--- src/rtl/deserializador_serie_pkg.sv ---
// Shared definitions for the serial-to-parallel deserializer: holding-register
// state encoding, bit-order constants and the default word width.
package deserializador_serie_pkg;

    typedef enum logic {
        VACIO = 1'b0,
        LLENO = 1'b1
    } estado_t;

    localparam logic DIR_IZQ = 1'b0;   // MSB first (upstream left shift)
    localparam logic DIR_DER = 1'b1;   // LSB first (upstream right shift)

    localparam int W_DEF = 4;

endpackage

--- src/rtl/deserializador_serie_buffer_salida.sv ---
// One-entry holding register presenting completed words through valid/ready,
// with sticky overflow when a word completes while the held one is still pending.
module buffer_salida
    import deserializador_serie_pkg::*;
#(
    parameter int W = W_DEF
) (
    input  logic         clk,
    input  logic         rst_n,
    input  logic [W-1:0] word_in,
    input  logic         word_done,
    input  logic         clr,
    input  logic         data_ready,
    output logic [W-1:0] data_out,
    output logic         data_valid,
    output logic         overflow
);

    estado_t        state_reg;
    logic [W-1:0]   data_reg;
    logic           overflow_reg;

    always_ff @(posedge clk or negedge rst_n) begin
        if (!rst_n) begin
            state_reg    <= VACIO;
            data_reg     <= '0;
            overflow_reg <= 1'b0;
        end else begin
            case (state_reg)
                VACIO: begin
                    if (word_done) begin
                        data_reg  <= word_in;
                        state_reg <= LLENO;
                    end
                end
                LLENO: begin
                    // A hand-off in the same cycle as a completion frees the slot
                    // for the new word, so there is neither bubble nor drop.
                    if (word_done && data_ready) begin
                        data_reg <= word_in;
                    end else if (data_ready) begin
                        state_reg <= VACIO;
                    end
                end
                default: state_reg <= VACIO;
            endcase

            if (clr) begin
                overflow_reg <= 1'b0;
            end else if (state_reg == LLENO && word_done && !data_ready) begin
                overflow_reg <= 1'b1;
            end
        end
    end

    assign data_out   = data_reg;
    assign data_valid = (state_reg == LLENO);
    assign overflow   = overflow_reg;

endmodule

--- src/rtl/deserializador_serie.sv ---
// Rebuilds W-bit words from a strobed serial stream; bit order is latched on the
// first bit of each word and completed words are handed to buffer_salida.
module deserializador_serie
    import deserializador_serie_pkg::*;
#(
    parameter int W  = W_DEF,
    parameter int CW = 3
) (
    input  logic          clk,
    input  logic          rst_n,
    input  logic          S_IN,
    input  logic          S_VALID,
    input  logic          DIR,
    input  logic          CLR,
    input  logic          data_ready,
    output logic [W-1:0]  data_out,
    output logic          data_valid,
    output logic [CW-1:0] bit_count,
    output logic          overflow
);

    logic [W-1:0]  acc_reg;
    logic [W-1:0]  msb_next;
    logic [W-1:0]  lsb_next;
    logic [W-1:0]  acc_next;
    logic [CW-1:0] count_reg;
    logic          dir_reg;
    logic          dir_eff;
    logic          accept;
    logic          word_done;

    assign accept    = S_VALID && !CLR;
    // On the first bit the live DIR applies; afterwards the latched copy does.
    assign dir_eff   = (count_reg == '0) ? DIR : dir_reg;
    assign word_done = accept && (count_reg == CW'(W - 1));

    genvar gi;
    generate
        for (gi = 0; gi < W; gi++) begin : g_acc
            if (gi == 0) begin : g_lo
                assign msb_next[gi] = S_IN;
            end else begin : g_lo_sh
                assign msb_next[gi] = acc_reg[gi-1];
            end
            if (gi == W - 1) begin : g_hi
                assign lsb_next[gi] = S_IN;
            end else begin : g_hi_sh
                assign lsb_next[gi] = acc_reg[gi+1];
            end
        end
    endgenerate

    assign acc_next = (dir_eff == DIR_IZQ) ? msb_next : lsb_next;

    always_ff @(posedge clk or negedge rst_n) begin
        if (!rst_n) begin
            acc_reg   <= '0;
            count_reg <= '0;
            dir_reg   <= 1'b0;
        end else if (CLR) begin
            acc_reg   <= '0;
            count_reg <= '0;
        end else if (S_VALID) begin
            acc_reg <= acc_next;
            if (count_reg == '0) begin
                dir_reg <= DIR;
            end
            count_reg <= word_done ? '0 : count_reg + CW'(1);
        end
    end

    buffer_salida #(
        .W (W)
    ) u_buffer_salida (
        .clk        (clk),
        .rst_n      (rst_n),
        .word_in    (acc_next),
        .word_done  (word_done),
        .clr        (CLR),
        .data_ready (data_ready),
        .data_out   (data_out),
        .data_valid (data_valid),
        .overflow   (overflow)
    );

    assign bit_count = count_reg;

endmodule

--- config.mk ---
export PLATFORM = sky130hd
export DESIGN_NAME = deserializador_serie
export DESIGN_NICKNAME = d
export VERILOG_FILES = /design/src/rtl/deserializador_serie_pkg.sv /design/src/rtl/deserializador_serie_buffer_salida.sv /design/src/rtl/deserializador_serie.sv
export SDC_FILE = /design/constraint.sdc
export NUM_CORES = 1
export LEC_CHECK = 0
export CAP_MARGIN = 0
export CORE_MARGIN = 1
export CORE_UTILIZATION = 40
export DETAILED_ROUTE_END_ITERATION = 10
export PLACE_DENSITY = 0.66
export SKIP_LAST_GASP = 1
export SYNTH_ARGS = -nofsm -noshare
export SYNTH_HDL_FRONTEND = slang
export SYNTH_SLANG_ARGS = --single-unit
--- constraint.sdc ---
create_clock -name clk -period 2.2 [get_ports clk]
set_clock_uncertainty 0.1 [all_clocks]
set_input_delay 0.33 -clock clk [delete_from_list [all_inputs] [get_ports clk]]
set_output_delay 0.33 -clock clk [all_outputs]
set_load 0.1 [all_outputs]
=== Word level (Yosys, flattened, before mapping) ===
Cells that the tools add are included.

* Register bits: 14
* Bits of input ports: 7
* Output and inout bits: 9
* Logic and storage cells: 40

* Reduce and logical (&&, ||, !) cells: 12
* Eq/ne operators: 3
* Bitwise logic cells: 2
* Add/subtract/negate cells: 1
* Mux-type cells: 16

{| class="wikitable"
|+ Operator list
! kind !! number
|-
| $mux W4 || 5
|-
| $mux W3 || 3
|-
| $pmux W4 S2 || 1
|-
| $mux W1 || 6
|-
| $logic_and A1 B1 Y1 || 5
|-
| $reduce_and A2 Y1 || 2
|-
| $reduce_bool A2 Y1 || 2
|-
| $add A3 B1 Y3 const B || 1
|-
| $eq A3 B2 Y1 const B || 1
|-
| $logic_not A3 Y1 || 1
|-
| $logic_not A1 Y1 || 2
|-
| $ne A2 B1 Y1 const B || 1
|-
| $ne A2 B2 Y1 const B || 1
|-
| $not A1 Y1 || 2
|-
| $pmux W1 S2 || 1
|}

=== Longest topological paths before layout ===
Gate-level depths: netlist of the first run.

* Depth in word-level cells: 7
* Gate-level depth with buffers: 5
* Depth with buffers taken out: 5

=== Modules after synthesis ===
From an unflattened synthesis of the first run, not the netlist that was laid out.

* Cells, all modules: 67
* Area, all modules: 755.7 µm²

{| class="wikitable"
|+ By module, submodules not included
! module !! area each (µm²) !! instances !! sequential area each (µm²) !! cells each
|-
| deserializador_serie || 499.2 || 1 || 200.2 || 51
|-
| buffer_salida || 256.5 || 1 || 150.1 || 16
|}

=== Worst setup path before layout of the first run ===
No wires, ideal clock.

* Path kind: register -> register
* Start point: register count_reg[0] (netlist: bit_count[0])
* End point: register dir_reg
* Cell stages (with the launch flop): 5
* Period minus slack after synthesis: 2.062 ns
* Arrival: 1.838 ns
* Data required time: 1.975 ns
* Library setup time: 0.125 ns
* Path buffers: 0
* Setup slack: 0.138 ns
* Path through: dfrtp_1 -> inv_1 -> ha_1 -> and4bb_2 -> mux2_2

* Cells in the longest elaborated chain, start to end: 2

{| class="wikitable"
|+ RTL lines
! element !! line !! source
|-
| start, declared || deserializador_serie.sv:26 || <nowiki>logic [CW-1:0] count_reg;</nowiki>
|-
| start signal, assigned || deserializador_serie.sv:68 || <nowiki>count_reg <= word_done ? '0 : count_reg + CW'(1);</nowiki>
|-
| $logic_not A3 Y1 || deserializador_serie.sv:65 || <nowiki>if (count_reg == '0) begin</nowiki>
|-
| $mux W1 || n/a ||
|-
| end signal, assigned || deserializador_serie.sv:59 || <nowiki>dir_reg <= 1'b0;</nowiki>
|-
| end signal, assigned || deserializador_serie.sv:66 || <nowiki>dir_reg <= DIR;</nowiki>
|-
| end, declared || deserializador_serie.sv:27 || <nowiki>logic dir_reg;</nowiki>
|}

Every way passes these cells.
A chain may end at the register's enable or synchronous reset.

=== Worst setup path after layout of the first run ===
* Start point: register count_reg[0] (netlist: bit_count[0])
* End point: register acc_reg[3]

* Cells in the longest elaborated chain, start to end: 5

{| class="wikitable"
|+ RTL lines
! element !! line !! source
|-
| $logic_not A3 Y1 || deserializador_serie.sv:34 || <nowiki>assign dir_eff = (count_reg == '0) ? DIR : dir_reg;</nowiki>
|-
| $mux W1 || n/a ||
|-
| $mux W4 || deserializador_serie.sv:53 || <nowiki>assign acc_next = (dir_eff == DIR_IZQ) ? msb_next : lsb_next;</nowiki>
|-
| $mux W4 || deserializador_serie.sv:63 || <nowiki>end else if (S_VALID) begin</nowiki>
|-
| $mux W4 || deserializador_serie.sv:60 || <nowiki>end else if (CLR) begin</nowiki>
|-
| end signal, assigned || deserializador_serie.sv:64 || <nowiki>acc_reg <= acc_next;</nowiki>
|-
| end, declared || deserializador_serie.sv:22 || <nowiki>logic [W-1:0] acc_reg;</nowiki>
|}

Every way passes these cells. The select of a mux whose other input is x is not followed.

==> results of run 1 <==
## how the worst max path moves through the flow
stage	from	to	slack, ps
3_3_place_gp	S_VALID	u_buffer_salida.data_out[0]	400
3_5_place_dp	S_VALID	u_buffer_salida.data_out[3]	420
5_1_grt	bit_count[0]	acc_reg[2]	440
2_1_floorplan	bit_count[0]	dir_reg	140
4_1_cts	bit_count[0]	acc_reg[2]	580
6_report	bit_count[0]	acc_reg[3]	540
## through the flow
stage	instance area [sq um]	setup slack, ps	instances	hold WS (ps)
2_1_floorplan	797	138	78	-65.6
3_3_place_gp	943	397	117	384
3_5_place_dp	943	425	117	397
4_1_cts	980	582	121	361
5_1_grt	980	445	121	388
6_report	980	544	121	329
## power groups by stage
| stage | combinational [W] | sequential (W) | clock [W] |
|---|---|---|---|
| 6_report | 0.000284 | 0.000313 | 0.000189 |
| 5_1_grt | 0.000301 | 0.000318 | 0.000206 |
| 4_1_cts | 0.000285 | 0.000313 | 0.000196 |
| 3_5_place_dp | 0.000285 | 0.000318 | 0 |
| 3_3_place_gp | 0.000285 | 0.000317 | 0 |
| 2_1_floorplan | 0.0000698 | 0.000460 | 0 |
## cell usage in the layout, fill, tap and decap left out
| master | n |
|---|---|
| a311oi_1 | 4 |
| a211oi_1 | 1 |
| clkbuf_4 | 3 |
| a21oi_1 | 7 |
| and4bb_1 | 4 |
| and4bb_2 | 2 |
| mux2_2 | 1 |
| nand2b_1 | 5 |
| buf_4 | 11 |
| ha_1 | 2 |
| nand3_1 | 2 |
| nor2b_2 | 1 |
| and4bb_4 | 1 |
| clkdlybuf4s50_1 | 6 |
| inv_1 | 4 |
| and2_1 | 5 |
| nor2_1 | 5 |
| dfrtp_1 | 14 |
| a31oi_1 | 8 |
| o21ai_0 | 4 |
| nor2b_1 | 4 |
| nand2_1 | 1 |
| clkbuf_8 | 1 |
## routing by layer
layer | share of wire [%] | up-vias
li1 | - | 326
met1 | 52 | 312
met2 | 41 | 17
met3 | 3.5 | 6
met4 | 3.6 | 0
met5 | 0 | -
## final cells by class
cell class                      instances  area [sq um]  share of cell area (%)
Tap cell                               25          31.3                    3.19
Timing Repair Buffer                   17           143                    14.6
Sequential cell                        14           350                    35.8
Multi-Input combinational cell         57           404                    41.3
Inverter                                4          15.0                    1.53
Clock buffer                            4          36.3                    3.70
## kinds of logic (layout without fill, tap and decap cells)
family          count (synthesis)  count (layout)  share of synthesized area, %
fa+ha+maj                       2               2                          3.14
mux                             1               1                          1.41
buf+inv                         7              25                          5.34
compound gates                 24              24                          18.5
flops                          14              14                          44.0
simple gates                   30              30                          27.6
==> results.sh, run 1 <==
export IMPL_synth_most_common_cell="dfrtp_1"
export IMPL_groute_usage_overall_pct=19.4
export IMPL_synth_top_cell_by_area="dfrtp_1"
export IMPL_async_flop_share_pct=100
export IMPL_cts_made_buffers=3
export IMPL_p_leak_nw=0.434
export IMPL_drt_initial_drc_count=15
export IMPL_ys_seq_area_share_pct=44.0
export IMPL_rsz0062_at_grt="no"
export IMPL_rrSetupSlack_ps=540
export IMPL_tightest_slew_ps=632
export IMPL_globalplace_congestion=0.853
export IMPL_setup_tns_ps=0
export IMPL_firstDrtPassIters=4
export IMPL_slew_headroom_pct=57.8
export IMPL_busiest_layer="met2"
export IMPL_p_int_w=0.000463
export IMPL_synthFlopType="dfrtp_1"
export IMPL_synth_area_leaders="dfrtp_1 (44%), a31oi_1 (6.3%), and4bb_1 (6.3%)"
export IMPL_start_util_pct=44.2
export IMPL_crit_fanout=7
export IMPL_die_x_microns=46.6
export IMPL_ctsHoldBuffers=0
export IMPL_grt_pass1_vias=620
export IMPL_avgSynthCellArea_sq_um=10.2
export IMPL_synth_edf_count=0
export IMPL_dieArea_sq_um=2170
export IMPL_fillCellCount=165
export IMPL_post_cts_resized=0
export IMPL_grt_max_degree=15
export IMPL_clkPwrFrac_pct=24.0
export IMPL_layout_drive_gt1_share_pct=20.8
export IMPL_crit_arrival_ps=1750
export IMPL_coreArea_sq_um=1800
export IMPL_remaining_drc_errors=0
export IMPL_io_pins=16
export IMPL_slowest_stage="dfrtp_1"
export IMPL_gr_usage_met1_pct=25.7
export IMPL_p_total_w=0.000787
export IMPL_p_per_area_nw_per_um2=803
export IMPL_crit_path_max_incr_delay_ps=430
export IMPL_ctsRootBufferMaster="clkbuf_4"
export IMPL_rr_endpoint="acc_reg[3]"
export IMPL_endpoint_kind="register"
export IMPL_cts_clk_slew_worst_paths_ps=90
export IMPL_postRouteAntennaNets=0
export IMPL_grt_antenna_before_repair=0
export IMPL_hold_violations=0
export IMPL_via_count=661
export IMPL_maxCapViolCount=0
export IMPL_ys_types=21
export IMPL_path_buf_inv=1
export IMPL_setup_viol=0
export IMPL_cts_tree="yes"
export IMPL_synth_cells=78
export IMPL_critical_path_class="reg2reg"
export IMPL_fin_crit_ps=1660
export IMPL_fin_crit_sh_pct=75.3
export IMPL_cts_sinks=14
export IMPL_startpoint_type="register"
export IMPL_synthesis_area_sq_um=797
export IMPL_post_route_util_pct=54.4
export IMPL_synth_top_area_share_pct=44.0
export IMPL_area_growth_syn_to_layout_pct=22.9
export IMPL_use_met3_pct=3.53
export IMPL_mappedNetlistNets=87
export IMPL_combPwrFrac_pct=36.1
export IMPL_ys_warn_count=0
export IMPL_ys_seq_elements=14
export IMPL_min_path_type="in2async"
export IMPL_rows=15
export IMPL_port_buffers=15
export IMPL_worstReg2RegStart="bit_count[0]"
export IMPL_use_met2_pct=26.9
export IMPL_gr_total_overflow=0
export IMPL_clk_latency_ps=280
export IMPL_cp_top_family="compound AO/OA/AOI/OAI gates"
export IMPL_reg2reg_depth=5
export IMPL_htree_levels=1
export IMPL_post_cts_setup_buffers=0
export IMPL_outcome="finished clean"
export IMPL_drv_slew=0
export IMPL_path_depth=5
export IMPL_p_sw_w=0.000324
export IMPL_dp_final_hpwl_mm=1.22
export IMPL_nets=106
export IMPL_diodes=0
export IMPL_fmax_mhz=604
export IMPL_die_h_microns=46.6
export IMPL_wl_per_cell_microns=14.1
export IMPL_avgViaCountPerCell=5.46
export IMPL_synth_common_cells="dfrtp_1 (14), a31oi_1 (8), a21oi_1 (7)"
export IMPL_seqPwrFrac_pct=39.8
export IMPL_grt_pass1_wl_mm=2.84
export IMPL_routed_wl_mm=1.70
export IMPL_switching_share_pct=41.1
export IMPL_path_cells="inv_1 > ha_1 > nor2b_2 > a31oi_1 > a311oi_1"
export IMPL_cts_max_path_buffers=2
export IMPL_max_vdd_ir_drop_v=0.000313
export IMPL_cp_required_ps=2290
(Power assumes the default switching activity.)
==> run 2, diff against run 1 <==
Settings changed: PLACE_DENSITY 0.66 to 0.68.
Clock period 2.2 ns to 1.4 ns, I/O delays scaled along.
==> run 2 against run 1 <==
The flow now finishes with violations (setup timing); combinational power increased by 110%; wire length grew 15%; clock power is 57% higher; power is 79% higher; fmax is 8.1% higher; register-to-register slack worse by 680 ps; non-clock buffer count is 11 higher; sequential power rose by 65%; via count rose by 10%; sequential cell count stayed put; critical endpoint is now u_buffer_salida.data_out[0]; highest routed layer unchanged.
==> results.sh, run 2 (synthesis gave the netlist of run 1 again) <==
export IMPL_grt_pass1_vias=679
export IMPL_coreArea_sq_um=1800
export IMPL_cts_clk_slew_worst_paths_ps=90
export IMPL_rsz0062_at_grt="yes"
export IMPL_fin_crit_ps=1530
export IMPL_min_path_type="in2async"
export IMPL_gr_total_overflow=0
export IMPL_dieArea_sq_um=2170
export IMPL_setup_viol=11
export IMPL_outcome="finished, violations left"
export IMPL_grt_antenna_before_repair=0
export IMPL_fmax_mhz=653
export IMPL_seqPwrFrac_pct=36.5
export IMPL_critical_path_class="reg2reg"
export IMPL_io_pins=16
export IMPL_nets=117
export IMPL_routed_wl_met2_microns=976
export IMPL_avgViaCountPerCell=5.51
export IMPL_cts_tree="yes"
export IMPL_rows=15
export IMPL_crit_fanout=6
export IMPL_crit_arrival_ps=1640
export IMPL_globalplace_congestion=0.863
export IMPL_wl_met1_microns=894
export IMPL_route_met3_wl_microns=81
export IMPL_remaining_drc_errors=0
export IMPL_ctsRootBufferMaster="clkbuf_4"
export IMPL_cp_required_ps=1500
export IMPL_fin_ws_ps=-132
export IMPL_endpoint_kind="register"
export IMPL_routed_top_layer="met4"
export IMPL_firstDrtPassIters=4
export IMPL_tightest_slew_ps=404
export IMPL_cts_made_buffers=3
export IMPL_diodes=0
export IMPL_drt_initial_drc_count=23
export IMPL_grt_max_degree=15
export IMPL_grt_pass1_wl_mm=3.02
export IMPL_startpoint_type="register"
export IMPL_p_per_area_nw_per_um2=1100
export IMPL_routed_wl_mm=1.96
export IMPL_switching_share_pct=39.5
export IMPL_die_x_microns=46.6
export IMPL_clkPwrFrac_pct=21.0
export IMPL_max_vdd_ir_drop_v=0.000702
export IMPL_die_h_microns=46.6
export IMPL_via_count=727
export IMPL_clk_latency_ps=280
export IMPL_p_sw_w=0.000557
export IMPL_fin_crit_sh_pct=109
export IMPL_fillCellCount=148
export IMPL_violations="setup timing"
export IMPL_cts_sinks=14
export IMPL_slew_headroom_pct=72.8
export IMPL_final_cell_mix="dfrtp_1 (10), buf_12 (9), buf_4 (7), a31oi_1 (6), clkdlybuf4s50_1 (6)"
export IMPL_htree_levels=1
export IMPL_port_buffers=15
export IMPL_maxCapViolCount=0
export IMPL_p_total_w=0.00141
export IMPL_hold_violations=0
export IMPL_drv_slew=0
export IMPL_groute_usage_overall_pct=19.4
export IMPL_preCtsSetupSlack_ps=-237
export IMPL_area_growth_syn_to_layout_pct=61.5
export IMPL_layout_drive_gt1_share_pct=43.9
export IMPL_p_int_w=0.000853
export IMPL_start_util_pct=44.2
export IMPL_final_common_cell="dfrtp_1"
export IMPL_cts_max_path_buffers=2
export IMPL_p_leak_nw=0.531
export IMPL_postRouteAntennaNets=0
export IMPL_combPwrFrac_pct=42.5
export IMPL_dp_final_hpwl_mm=1.42
export IMPL_wl_per_cell_microns=14.9
[run 2: changes by cell type in the layout (fill, tap and decap cells not counted), moves of 4 or more]
cell     delta
buf_12      +9
buf_6       +5
buf_4       -4
dfrtp_1     -4
[run 2: worst max-delay path: stages, from the launching register on]
cell      delay, ps
dfrtp_4         510
buf_6           130
ha_4            150
and4bb_4        210
and2_4          180
a31oi_1         160
[run 2: worst paths after layout]
| kind | cells after the start | start | slack, ps | to |
|---|---|---|---|---|
| worst max-delay path | 5 | bit_count[0] | -130 | u_buffer_salida.data_out[0] |
| worst min-delay path | 2 | rst_n | 140 | u_buffer_salida.overflow |
| worst max register to register | 5 | bit_count[0] | -130 | u_buffer_salida.data_out[0] |
| worst min register to register | 2 | u_buffer_salida.overflow | 460 | u_buffer_salida.overflow |
| max in group asynchronous | 2 | rst_n | 870 | bit_count[1] |
| min in group clk | 2 | u_buffer_salida.overflow | 460 | u_buffer_salida.overflow |
[run 2: power groups by stage]
stage / Sequential [W] / Combinational (W) / Clock (W)
finish: 0.000515 / 0.000599 / 0.000296
global route: 0.000522 / 0.000623 / 0.000316
CTS: 0.000514 / 0.000585 / 0.000302
detailed placement: 0.000522 / 0.000569 / 0
global placement: 0.000518 / 0.000561 / 0
floorplan: 0.000729 / 0.000120 / 0
[run 2: repair_timing]
item | CTS | global route
setup buffers | 1 | 2
hold buffers | 0 | 0
gates resized for setup | 9 | 4
endpoints found under the hold margin | 0 | 0
endpoints found under the setup margin | 14 | 14
pin swaps | 6 | 3
[run 2: metrics by stage]
stage	hold WS, ps	utilization, %	setup TNS, ps	std cells	cell area (sq um)
2_1_floorplan	-186	-	-1560	78	843
3_3_place_gp	441	64.5	-1670	125	1160
3_5_place_dp	445	64.5	-1850	125	1160
4_1_cts	140	69.3	-779	130	1250
5_1_grt	152	71.5	-1670	132	1290
6_report	139	71.5	-1020	132	1290
[run 2: layout make-up]
type | instances | area [sq um] | share of cell area, %
repair buffers | 28 | 354 | 27.5
clock buffers | 4 | 36.3 | 2.82
well taps | 25 | 31.3 | 2.43
flip-flops and latches | 14 | 363 | 28.2
inverters | 4 | 17.5 | 1.36
multi-input cells | 57 | 485 | 37.7
[run 2: layer usage]
metal | track usage [%] | vias up
li1 | - | 348
met1 | 27.0 | 351
met2 | 32.2 | 26
met3 | 2.35 | 2
met4 | 3.43 | 0
met5 | 0 | -
